==> config.mk <==
export PLATFORM = sky130hd
export DESIGN_NAME = front_panel_encoders_flat
export DESIGN_NICKNAME = d
export VERILOG_FILES = /design/src/rtl/front_panel_encoders_if.sv /design/src/rtl/front_panel_encoders.sv /design/src/flat_wrapper.sv
export SDC_FILE = /design/constraint.sdc
export NUM_CORES = 1
export LEC_CHECK = 0
export ABC_AREA = 0
export BUFFER_PORTS_ARGS = -buffer_cell sky130_fd_sc_hd__clkbuf_2
export CAP_MARGIN = 20
export CORE_MARGIN = 1
export CORE_UTILIZATION = 40
export DETAILED_ROUTE_END_ITERATION = 16
export GPL_ROUTABILITY_DRIVEN = 0
export SLEW_MARGIN = 10
export SYNTH_ARGS = -nofsm -noshare
export SYNTH_HDL_FRONTEND = slang
export SYNTH_SLANG_ARGS = --single-unit
==> constraint.sdc <==
create_clock -name clk -period 7.2 [get_ports clk]
set_clock_uncertainty 0.1 [all_clocks]
set_input_delay 0 -clock clk [delete_from_list [all_inputs] [get_ports clk]]
set_output_delay 0 -clock clk [all_outputs]
set_load 0.05 [all_outputs]
==> src/rtl/front_panel_encoders_if.sv <==
// CPU-side register/event port of front_panel_encoders.
//   event_rd_stb  : pop the event FIFO head (one-cycle pulse)
//   status_rd_stb : clear the sticky overflow/decode_err bits (one-cycle pulse)
//   event_data    : FIFO head word, meaningful while status_reg[0] is set
//   status_reg    : {count[3:0], decode_err, overflow, full, not_empty}
//   irq           : registered, high while FIFO not empty or any sticky bit set
// master = CPU / SPI register block, slave = front_panel_encoders.
interface front_panel_encoders_if;
  logic       event_rd_stb;
  logic       status_rd_stb;
  logic [7:0] event_data;
  logic [7:0] status_reg;
  logic       irq;

  modport master (
    output event_rd_stb, status_rd_stb,
    input  event_data, status_reg, irq
  );

  modport slave (
    input  event_rd_stb, status_rd_stb,
    output event_data, status_reg, irq
  );
endinterface

==> src/rtl/front_panel_encoders.sv <==
// Multi-channel front-panel encoder interface. Each channel synchronises and
// debounces raw A/B/switch pins, quadrature-decodes A/B and reports rotation
// and switch events as 8-bit words through a per-channel 2-entry pending
// buffer into a shared event FIFO read by the CPU.
// Ports:
//   clk, spi_reset_n         : system clock, async active-low reset
//   encoder_A/B/sw[NUM_ENC]  : raw front-panel pins
//   position                 : per-channel signed detent counters
//   cpu (slave modport)      : event/status read strobes, event_data,
//                              status_reg, irq
// Build option: define FP_POSITION_EN to include the detent position
// counters; without it position is tied to zero.
// Event word: {channel[2:0], click, dir, switch_level, type, 1'b0}.
module front_panel_encoders #(
  parameter int NUM_ENC         = 2,
  parameter int DEBOUNCE_CYCLES = 1000,
  parameter int FIFO_DEPTH      = 8,
  parameter int POS_WIDTH       = 8
) (
  input  logic                         clk,
  input  logic                         spi_reset_n,
  input  logic [NUM_ENC-1:0]           encoder_A,
  input  logic [NUM_ENC-1:0]           encoder_B,
  input  logic [NUM_ENC-1:0]           encoder_sw,
  output logic [NUM_ENC*POS_WIDTH-1:0] position,
  front_panel_encoders_if.slave        cpu
);
  localparam int NB   = 3 * NUM_ENC;
  localparam int CW   = $clog2(DEBOUNCE_CYCLES);
  localparam int AW   = $clog2(FIFO_DEPTH);
  localparam int CNTW = AW + 1;
  localparam logic [CW-1:0] DB_LOAD = CW'(DEBOUNCE_CYCLES - 1);

  // Gray {B,A} to linear phase so that cw is +1 and ccw is -1 modulo 4.
  function automatic logic [1:0] g2p(input logic [1:0] s);
    return {s[1], s[1] ^ s[0]};
  endfunction

  // Reset asserts asynchronously but releases on a clock edge.
  logic [1:0] rst_sync_q;
  logic       rst_n;
  always_ff @(posedge clk or negedge spi_reset_n)
    if (!spi_reset_n) rst_sync_q <= 2'b00;
    else              rst_sync_q <= {rst_sync_q[0], 1'b1};
  assign rst_n = rst_sync_q[1];

  // Bit layout of all per-pin vectors: [A | B | sw], each NUM_ENC wide.
  logic [NB-1:0] raw, sync1_q, sync2_q, cand_q, cand_d, acc_q, acc_d, acc_vld_q, acc_vld_d;
  logic [CW-1:0] cnt_q [NB];
  logic [CW-1:0] cnt_d [NB];
  assign raw = {encoder_sw, encoder_B, encoder_A};

  // Down-counter reloads on every change of the synchronised value; the
  // candidate is accepted once the counter sits at zero.
  always_comb begin
    cand_d    = sync2_q;
    acc_d     = acc_q;
    acc_vld_d = acc_vld_q;
    for (int i = 0; i < NB; i++) begin
      cnt_d[i] = cnt_q[i];
      if (sync2_q[i] != cand_q[i])  cnt_d[i] = DB_LOAD;
      else if (cnt_q[i] != '0)      cnt_d[i] = cnt_q[i] - CW'(1);
      else begin
        acc_d[i]     = cand_q[i];
        acc_vld_d[i] = 1'b1;
      end
    end
  end

  logic [NUM_ENC-1:0] rot_ev, sw_ev, err_ev;
  logic [7:0]         rot_word [NUM_ENC];
  logic [7:0]         sw_word  [NUM_ENC];
  logic [1:0]         old_s, new_s, p_diff;

  // Events are only raised once both the old and new values are real
  // accepted values; the first acceptance after reset just loads state.
  always_comb begin
    rot_ev = '0;
    sw_ev  = '0;
    err_ev = '0;
    old_s  = 2'b00;
    new_s  = 2'b00;
    p_diff = 2'b00;
    for (int ch = 0; ch < NUM_ENC; ch++) begin
      old_s  = {acc_q[NUM_ENC+ch], acc_q[ch]};
      new_s  = {acc_d[NUM_ENC+ch], acc_d[ch]};
      p_diff = g2p(new_s) - g2p(old_s);
      if (acc_vld_q[ch] && acc_vld_q[NUM_ENC+ch]) begin
        rot_ev[ch] = (p_diff == 2'd1) || (p_diff == 2'd3);
        err_ev[ch] = (p_diff == 2'd2);
      end
      rot_word[ch] = {3'(ch), new_s == 2'b00, p_diff == 2'd1, 3'b000};
      sw_ev[ch]    = acc_vld_q[2*NUM_ENC+ch] && (acc_d[2*NUM_ENC+ch] != acc_q[2*NUM_ENC+ch]);
      sw_word[ch]  = {3'(ch), 2'b00, acc_d[2*NUM_ENC+ch], 2'b10};
    end
  end

  logic [7:0] pend_q [NUM_ENC][2];
  logic [7:0] pend_d [NUM_ENC][2];
  logic [1:0] pend_cnt_q [NUM_ENC];
  logic [1:0] pend_cnt_d [NUM_ENC];
  logic [1:0] pcnt;
  logic       push, pend_ovf;
  logic [7:0] push_word;

  // The lowest channel with a pending word wins the single FIFO push slot;
  // that channel's freed entry is reusable by events arriving this cycle.
  always_comb begin
    push      = 1'b0;
    push_word = 8'h00;
    pend_ovf  = 1'b0;
    pcnt      = 2'd0;
    for (int ch = 0; ch < NUM_ENC; ch++) begin
      pend_d[ch] = pend_q[ch];
      pcnt       = pend_cnt_q[ch];
      if (!push && pcnt != 2'd0) begin
        push          = 1'b1;
        push_word     = pend_q[ch][0];
        pend_d[ch][0] = pend_q[ch][1];
        pcnt          = pcnt - 2'd1;
      end
      if (rot_ev[ch]) begin
        if (pcnt == 2'd2) pend_ovf = 1'b1;
        else begin
          pend_d[ch][pcnt[0]] = rot_word[ch];
          pcnt                = pcnt + 2'd1;
        end
      end
      if (sw_ev[ch]) begin
        if (pcnt == 2'd2) pend_ovf = 1'b1;
        else begin
          pend_d[ch][pcnt[0]] = sw_word[ch];
          pcnt                = pcnt + 2'd1;
        end
      end
      pend_cnt_d[ch] = pcnt;
    end
  end

  logic [7:0]      mem_q [FIFO_DEPTH];
  logic [7:0]      mem_d [FIFO_DEPTH];
  logic [AW-1:0]   wr_ptr_q, wr_ptr_d, rd_ptr_q, rd_ptr_d;
  logic [CNTW-1:0] fcnt_q, fcnt_d;
  logic            ovf_q, ovf_d, err_q, err_d, irq_q, irq_d;
  logic            pop, full, wr_ok;
  logic [4:0]      fcnt_ext;

  // A pop frees the slot in the same cycle, so push-on-full with pop is legal.
  always_comb begin
    full     = (fcnt_q == CNTW'(FIFO_DEPTH));
    pop      = cpu.event_rd_stb && (fcnt_q != '0);
    wr_ok    = push && (!full || pop);
    mem_d    = mem_q;
    if (wr_ok) mem_d[wr_ptr_q] = push_word;
    wr_ptr_d = wr_ptr_q + AW'(wr_ok);
    rd_ptr_d = rd_ptr_q + AW'(pop);
    fcnt_d   = fcnt_q + CNTW'(wr_ok) - CNTW'(pop);
    // A new set overrides a clear arriving in the same cycle.
    ovf_d    = (ovf_q & ~cpu.status_rd_stb) | (push & ~wr_ok) | pend_ovf;
    err_d    = (err_q & ~cpu.status_rd_stb) | (|err_ev);
    irq_d    = (fcnt_d != '0) | ovf_d | err_d;
  end

  always_ff @(posedge clk or negedge rst_n) begin
    if (!rst_n) begin
      sync1_q   <= '0;
      sync2_q   <= '0;
      cand_q    <= '0;
      acc_q     <= '0;
      acc_vld_q <= '0;
      for (int i = 0; i < NB; i++) cnt_q[i] <= DB_LOAD;
      for (int ch = 0; ch < NUM_ENC; ch++) begin
        pend_q[ch][0]  <= 8'h00;
        pend_q[ch][1]  <= 8'h00;
        pend_cnt_q[ch] <= 2'd0;
      end
      for (int k = 0; k < FIFO_DEPTH; k++) mem_q[k] <= 8'h00;
      wr_ptr_q <= '0;
      rd_ptr_q <= '0;
      fcnt_q   <= '0;
      ovf_q    <= 1'b0;
      err_q    <= 1'b0;
      irq_q    <= 1'b0;
    end else begin
      sync1_q    <= raw;
      sync2_q    <= sync1_q;
      cand_q     <= cand_d;
      acc_q      <= acc_d;
      acc_vld_q  <= acc_vld_d;
      cnt_q      <= cnt_d;
      pend_q     <= pend_d;
      pend_cnt_q <= pend_cnt_d;
      mem_q      <= mem_d;
      wr_ptr_q   <= wr_ptr_d;
      rd_ptr_q   <= rd_ptr_d;
      fcnt_q     <= fcnt_d;
      ovf_q      <= ovf_d;
      err_q      <= err_d;
      irq_q      <= irq_d;
    end
  end

  assign fcnt_ext       = 5'(fcnt_q);
  assign cpu.status_reg = {(fcnt_ext > 5'd15) ? 4'hF : fcnt_ext[3:0], err_q, ovf_q, full, fcnt_q != '0};
  assign cpu.event_data = (fcnt_q != '0) ? mem_q[rd_ptr_q] : 8'h00;
  assign cpu.irq        = irq_q;

`ifdef FP_POSITION_EN
  logic [POS_WIDTH-1:0] pos_q [NUM_ENC];
  logic [POS_WIDTH-1:0] pos_d [NUM_ENC];

  // Counts every click, including ones whose event word was dropped.
  always_comb begin
    for (int ch = 0; ch < NUM_ENC; ch++) begin
      pos_d[ch] = pos_q[ch];
      if (rot_ev[ch] && rot_word[ch][4])
        pos_d[ch] = rot_word[ch][3] ? pos_q[ch] + POS_WIDTH'(1) : pos_q[ch] - POS_WIDTH'(1);
    end
  end

  always_ff @(posedge clk or negedge rst_n) begin
    if (!rst_n) for (int ch = 0; ch < NUM_ENC; ch++) pos_q[ch] <= '0;
    else        pos_q <= pos_d;
  end

  always_comb begin
    position = '0;
    for (int ch = 0; ch < NUM_ENC; ch++) position[ch*POS_WIDTH +: POS_WIDTH] = pos_q[ch];
  end
`else
  assign position = '0;
`endif
endmodule

==> src/flat_wrapper.sv <==
// flat-port wrapper written by rule: the top's interface ports become plain ports
module front_panel_encoders_flat 
#(
  parameter int NUM_ENC         = 2,
  parameter int DEBOUNCE_CYCLES = 1000,
  parameter int FIFO_DEPTH      = 8,
  parameter int POS_WIDTH       = 8
)
  (clk, spi_reset_n, encoder_A, encoder_B, encoder_sw, position, cpu_event_rd_stb, cpu_status_rd_stb, cpu_event_data, cpu_status_reg, cpu_irq);
  front_panel_encoders_if cpu_i ();
  input  logic clk;
  input  logic spi_reset_n;
  input  logic [NUM_ENC-1:0] encoder_A;
  input  logic [NUM_ENC-1:0] encoder_B;
  input  logic [NUM_ENC-1:0] encoder_sw;
  output logic [NUM_ENC*POS_WIDTH-1:0] position;
  input wire logic [$bits(cpu_i.event_rd_stb)-1:0] cpu_event_rd_stb;
  input wire logic [$bits(cpu_i.status_rd_stb)-1:0] cpu_status_rd_stb;
  output wire logic [$bits(cpu_i.event_data)-1:0] cpu_event_data;
  output wire logic [$bits(cpu_i.status_reg)-1:0] cpu_status_reg;
  output wire logic [$bits(cpu_i.irq)-1:0] cpu_irq;
  assign cpu_i.event_rd_stb = cpu_event_rd_stb;
  assign cpu_i.status_rd_stb = cpu_status_rd_stb;
  assign cpu_event_data = cpu_i.event_data;
  assign cpu_status_reg = cpu_i.status_reg;
  assign cpu_irq = cpu_i.irq;
  front_panel_encoders #(.NUM_ENC(NUM_ENC), .DEBOUNCE_CYCLES(DEBOUNCE_CYCLES), .FIFO_DEPTH(FIFO_DEPTH), .POS_WIDTH(POS_WIDTH)) u_core (.clk(clk), .spi_reset_n(spi_reset_n), .encoder_A(encoder_A), .encoder_B(encoder_B), .encoder_sw(encoder_sw), .position(position), .cpu(cpu_i));
endmodule
==> flow_results.xml <==
<?xml version="1.0" encoding="UTF-8"?>
<metrics>
  <group name="final_layout">
    <metric name="antennaDiodeCount" unit="">0</metric>
    <metric name="n_fill_cell" unit="">2295</metric>
    <metric name="flow.area_growth_from_synthesis" unit="%">12.9</metric>
    <metric name="design.final.nets" unit="">998</metric>
    <metric name="final_common_cell" unit="">dfrtp_1</metric>
    <metric name="drive_above_1_share" unit="%">16.4</metric>
    <metric name="mostFrequentLayoutCells" unit="">156 x dfrtp_1, 99 x nand2_1, 84 x nor2_1</metric>
    <metric name="finish.cell_count_without_fillers" unit="">1298</metric>
  </group>
  <group name="sta">
    <metric name="clock.fmax" unit="GHz">0.210</metric>
    <metric name="slew_viol_final" unit="">0</metric>
    <metric name="timing.final.crit_share" unit="%">66.2</metric>
    <metric name="hold_viol_final" unit="">0</metric>
    <metric name="worst-slew-pin-transition" unit="ns">1.08</metric>
    <metric name="period_minus_slack" unit="ns">4.76</metric>
    <metric name="timing.final.setup_violations" unit="">0</metric>
    <metric name="rsz0062_at_grt" unit="">false</metric>
    <metric name="slew-limit-headroom" unit="%">28.0</metric>
    <metric name="setup_total_negative_slack" unit="ns">0</metric>
  </group>
  <group name="logic_synthesis">
    <metric name="synth-main-ff-cell" unit="">dfrtp_1</metric>
    <metric name="yosys_register_bits" unit="">205</metric>
    <metric name="synth_top_area_cell" unit="">dfrtp_1</metric>
    <metric name="synth_area_leaders" unit="">dfrtp_1 40%, dfstp_2 13%, ha_1 3.9%</metric>
    <metric name="number_of_synthesized_flops_with_an_enable_pin" unit="">0</metric>
    <metric name="syn_inst" unit="">925</metric>
    <metric name="synthArstFlopShare" unit="%">100</metric>
    <metric name="top_cell_type_s_share_of_synthesized_area" unit="%">39.9</metric>
    <metric name="synth.yosys.warnings" unit="">0</metric>
    <metric name="register_area_share_after_synthesis" unit="%">52.7</metric>
    <metric name="post_synth_num_cell_types" unit="">66</metric>
    <metric name="synthesis.area_per_instance" unit="sq um">10.7</metric>
    <metric name="post_synth_instance_area" unit="sq um">9850</metric>
  </group>
  <group name="critical_path">
    <metric name="cp_top_family" unit="">simple AND/OR/NAND/NOR gates</metric>
    <metric name="critical_path_arrival" unit="ns">5.06</metric>
    <metric name="crit_type" unit="">reg2reg</metric>
    <metric name="timing.critical_path.from_type" unit="">register</metric>
    <metric name="worstPathMaxFanout" unit="">10</metric>
    <metric name="critPathBufInv" unit="">4</metric>
    <metric name="path_cells" unit="">inv_1 &gt; ha_1 &gt; or3b_2 &gt; nor3_2 &gt; a21oi_1 &gt; o21ai_1 &gt; inv_1 &gt; ha_1 &gt; inv_1 &gt; ha_1 &gt; nand3b_1 &gt; mux2_2 &gt; inv_1 &gt; ha_1 &gt; nor4_4 &gt; mux2_2</metric>
    <metric name="cp_data_required_time" unit="ns">7.49</metric>
    <metric name="crit_path_top_delay_cell" unit="">nor4_4</metric>
    <metric name="timing.critical_path.to_type" unit="">register</metric>
    <metric name="critical_path.max_stage_delay" unit="ns">0.51</metric>
  </group>
  <group name="clock_tree">
    <metric name="ctsRootBufferMaster" unit="">clkbuf_16</metric>
    <metric name="worstSkewPairLatency" unit="ns">0.51</metric>
    <metric name="cts_inserted_buffers" unit="">24</metric>
    <metric name="cts.htree.levels" unit="">1</metric>
    <metric name="clkSinkCount" unit="">205</metric>
    <metric name="cts_post_setup_buffers_inserted" unit="">0</metric>
    <metric name="cts_tree" unit="">done</metric>
    <metric name="clock_tree.buffer_depth" unit="">3</metric>
    <metric name="clkSlewWorstSetupHoldPaths" unit="ns">0.06</metric>
  </group>
  <group name="drt">
    <metric name="wl_per_cell" unit="microns">14.5</metric>
    <metric name="route.antenna.remaining_nets" unit="">0</metric>
    <metric name="drt_pre_antenna_iters" unit="">4</metric>
    <metric name="first_iter_violations" unit="">335</metric>
    <metric name="remaining_drc_errors" unit="">0</metric>
    <metric name="totalWireLength" unit="microns">18900</metric>
    <metric name="routed-via-count" unit="">6528</metric>
    <metric name="vias_per_std_cell" unit="">5.03</metric>
  </group>
  <group name="global_routing">
    <metric name="antenna_found_initial" unit="">0</metric>
    <metric name="grt_start_max_net_pins" unit="">189</metric>
    <metric name="first_pass_grt_wire_length" unit="microns">32300</metric>
    <metric name="first_global_vias" unit="">6454</metric>
    <metric name="globalRoute.totalOverflow" unit="">0</metric>
    <metric name="grt_util_all_layers" unit="%">15.4</metric>
  </group>
  <group name="floorplan">
    <metric name="core_area" unit="sq um">24200</metric>
    <metric name="die_h" unit="microns">159</metric>
    <metric name="initial_utilization" unit="%">40.6</metric>
    <metric name="design.die.area" unit="sq um">25300</metric>
    <metric name="ioPinCount" unit="">43</metric>
    <metric name="fp-row-count" unit="">57</metric>
    <metric name="floorplan.die.width" unit="microns">159</metric>
  </group>
  <group name="place">
    <metric name="post-dp-hpwl" unit="microns">12300</metric>
    <metric name="numPlacedInstances" unit="">1242</metric>
    <metric name="placement.io_buffers" unit="">26</metric>
  </group>
  <group name="pwr">
    <metric name="totalPowerFinal" unit="W">0.00404</metric>
    <metric name="irDropWorstVdd" unit="V">0.000188</metric>
    <metric name="p_per_area" unit="nW/um^2">363</metric>
    <metric name="leakage" unit="nW">4.84</metric>
  </group>
  <group name="worst_hold_path">
    <metric name="hp-class" unit="">in2reg</metric>
  </group>
  <group name="outcome">
    <metric name="result_of_the_run" unit="">completed</metric>
  </group>
  <group name="run">
    <metric name="max_cap_check_violation_count" unit="">0</metric>
  </group>
</metrics>
-- synthesized netlist by cell type, types with 19 or more instances --
| master | instances |
|---|---|
| dfstp_2 | 48 |
| nand3_1 | 20 |
| buf_4 | 19 |
| o21ai_0 | 61 |
| mux2i_1 | 19 |
| ha_1 | 31 |
| dfrtp_1 | 157 |
| clkbuf_1 | 23 |
| xnor2_1 | 24 |
| inv_1 | 41 |
| a21oi_1 | 53 |
| nand2_1 | 99 |
| xor2_1 | 19 |
| nor2_1 | 84 |
-- path summary, 6_finish.rpt --
path / slack, ns / end / startpoint / depth (start not counted)
max: 2.44 / u_core.pend_q[26] / u_core.cnt_q[30] / 16
min: 0.03 / u_core.sync1_q[0] / encoder_A[0] / 2
max reg2reg: 2.44 / u_core.pend_q[26] / u_core.cnt_q[30] / 16
min reg2reg: 0.08 / u_core.sync1_q[5] / u_core.rst_sync_q[1] / 0
max in group asynchronous: 5.64 / u_core.mem_q[3] / u_core.rst_sync_q[1] / 1
min in group asynchronous: 0.08 / u_core.sync1_q[5] / u_core.rst_sync_q[1] / 0
-- final cells by class --
cell class | count | area (sq um) | area share, %
flip-flops and latches | 205 | 5190 | 46.7
multi-input cells | 643 | 4280 | 38.5
clock buffers | 36 | 697 | 6.26
well taps | 324 | 405 | 3.64
repair buffers | 41 | 292 | 2.62
inverters | 41 | 154 | 1.38
clock inverters | 8 | 100 | 0.900
-- state kept, by name (all words and copies together) (netlist names) --
signal and cells:
u_core.rd_ptr_q 3, u_core.cand_d 6, u_core.mem_q 64, u_core.sync1_q 6, u_core.err_q 1, u_core.rst_sync_q 2, u_core.pend_q 32, u_core.acc_q 6
u_core.cand_q 6, u_core.cnt_q 60, u_core.ovf_q 1, u_core.fcnt_q 4, u_core.pend_cnt_q 4, u_core.cpu.irq 1, u_core.wr_ptr_q 3, u_core.acc_vld_q 6
-- layer usage --
layer	vias up	part of all wire, %	global-route usage, %
li1	3277	-	-
met1	3140	48	21.5
met2	80	47	25.1
met3	31	3.3	2.71
met4	0	1.9	3.89
met5	-	0	0
-- worst reg2reg max path, delay by kind of cell, from the launching register on --
kind	cells	cell delay [ns]
adder cells (fa/ha/maj)	4	1.03
buffers and inverters	4	0.30
AO/OA/AOI/OAI	2	0.30
multiplexers	2	0.76
flip-flops	1	0.36
AND/OR/NAND/NOR	4	1.81
-- through the flow --
step	hold slack, ns	worst slack [ns]	area, sq um	utilization (%)
after floorplan	-0.396	1.05	9910	-
after global placement	-0.313	2.49	10200	42.1
after detailed placement	-0.313	2.45	10200	42.1
after CTS	0.0133	2.42	11100	45.8
after global routing	0.0220	2.09	11100	45.9
final	0.0346	2.44	11100	45.9
-- kinds of logic (layout without fill, tap and decap cells) --
family / Yosys count / in the layout / share of synthesized area, %
other cells: 2 / 17 / 0.0762
simple gates: 328 / 328 / 17.1
fa+ha+maj: 32 / 32 / 4.14
compound gates: 181 / 181 / 11.4
mux: 42 / 42 / 6.39
flops: 205 / 205 / 52.7
buf+inv: 92 / 126 / 4.41
xor+xnor: 43 / 43 / 3.82
-- report_power, final --
part | switching [W] | total (W) | internal [W]
Sequential | 0.000194 | 0.00158 | 0.00139
Clock | 0.000469 | 0.00121 | 0.000742
Combinational | 0.000770 | 0.00124 | 0.000473
Total | 0.00143 | 0.00404 | 0.00260
-- repair_timing --
item	CTS	global route
hold buffers	10	0
endpoints found under the hold margin	13	0
gates resized for setup	0	0
(Power assumes the default switching activity.)
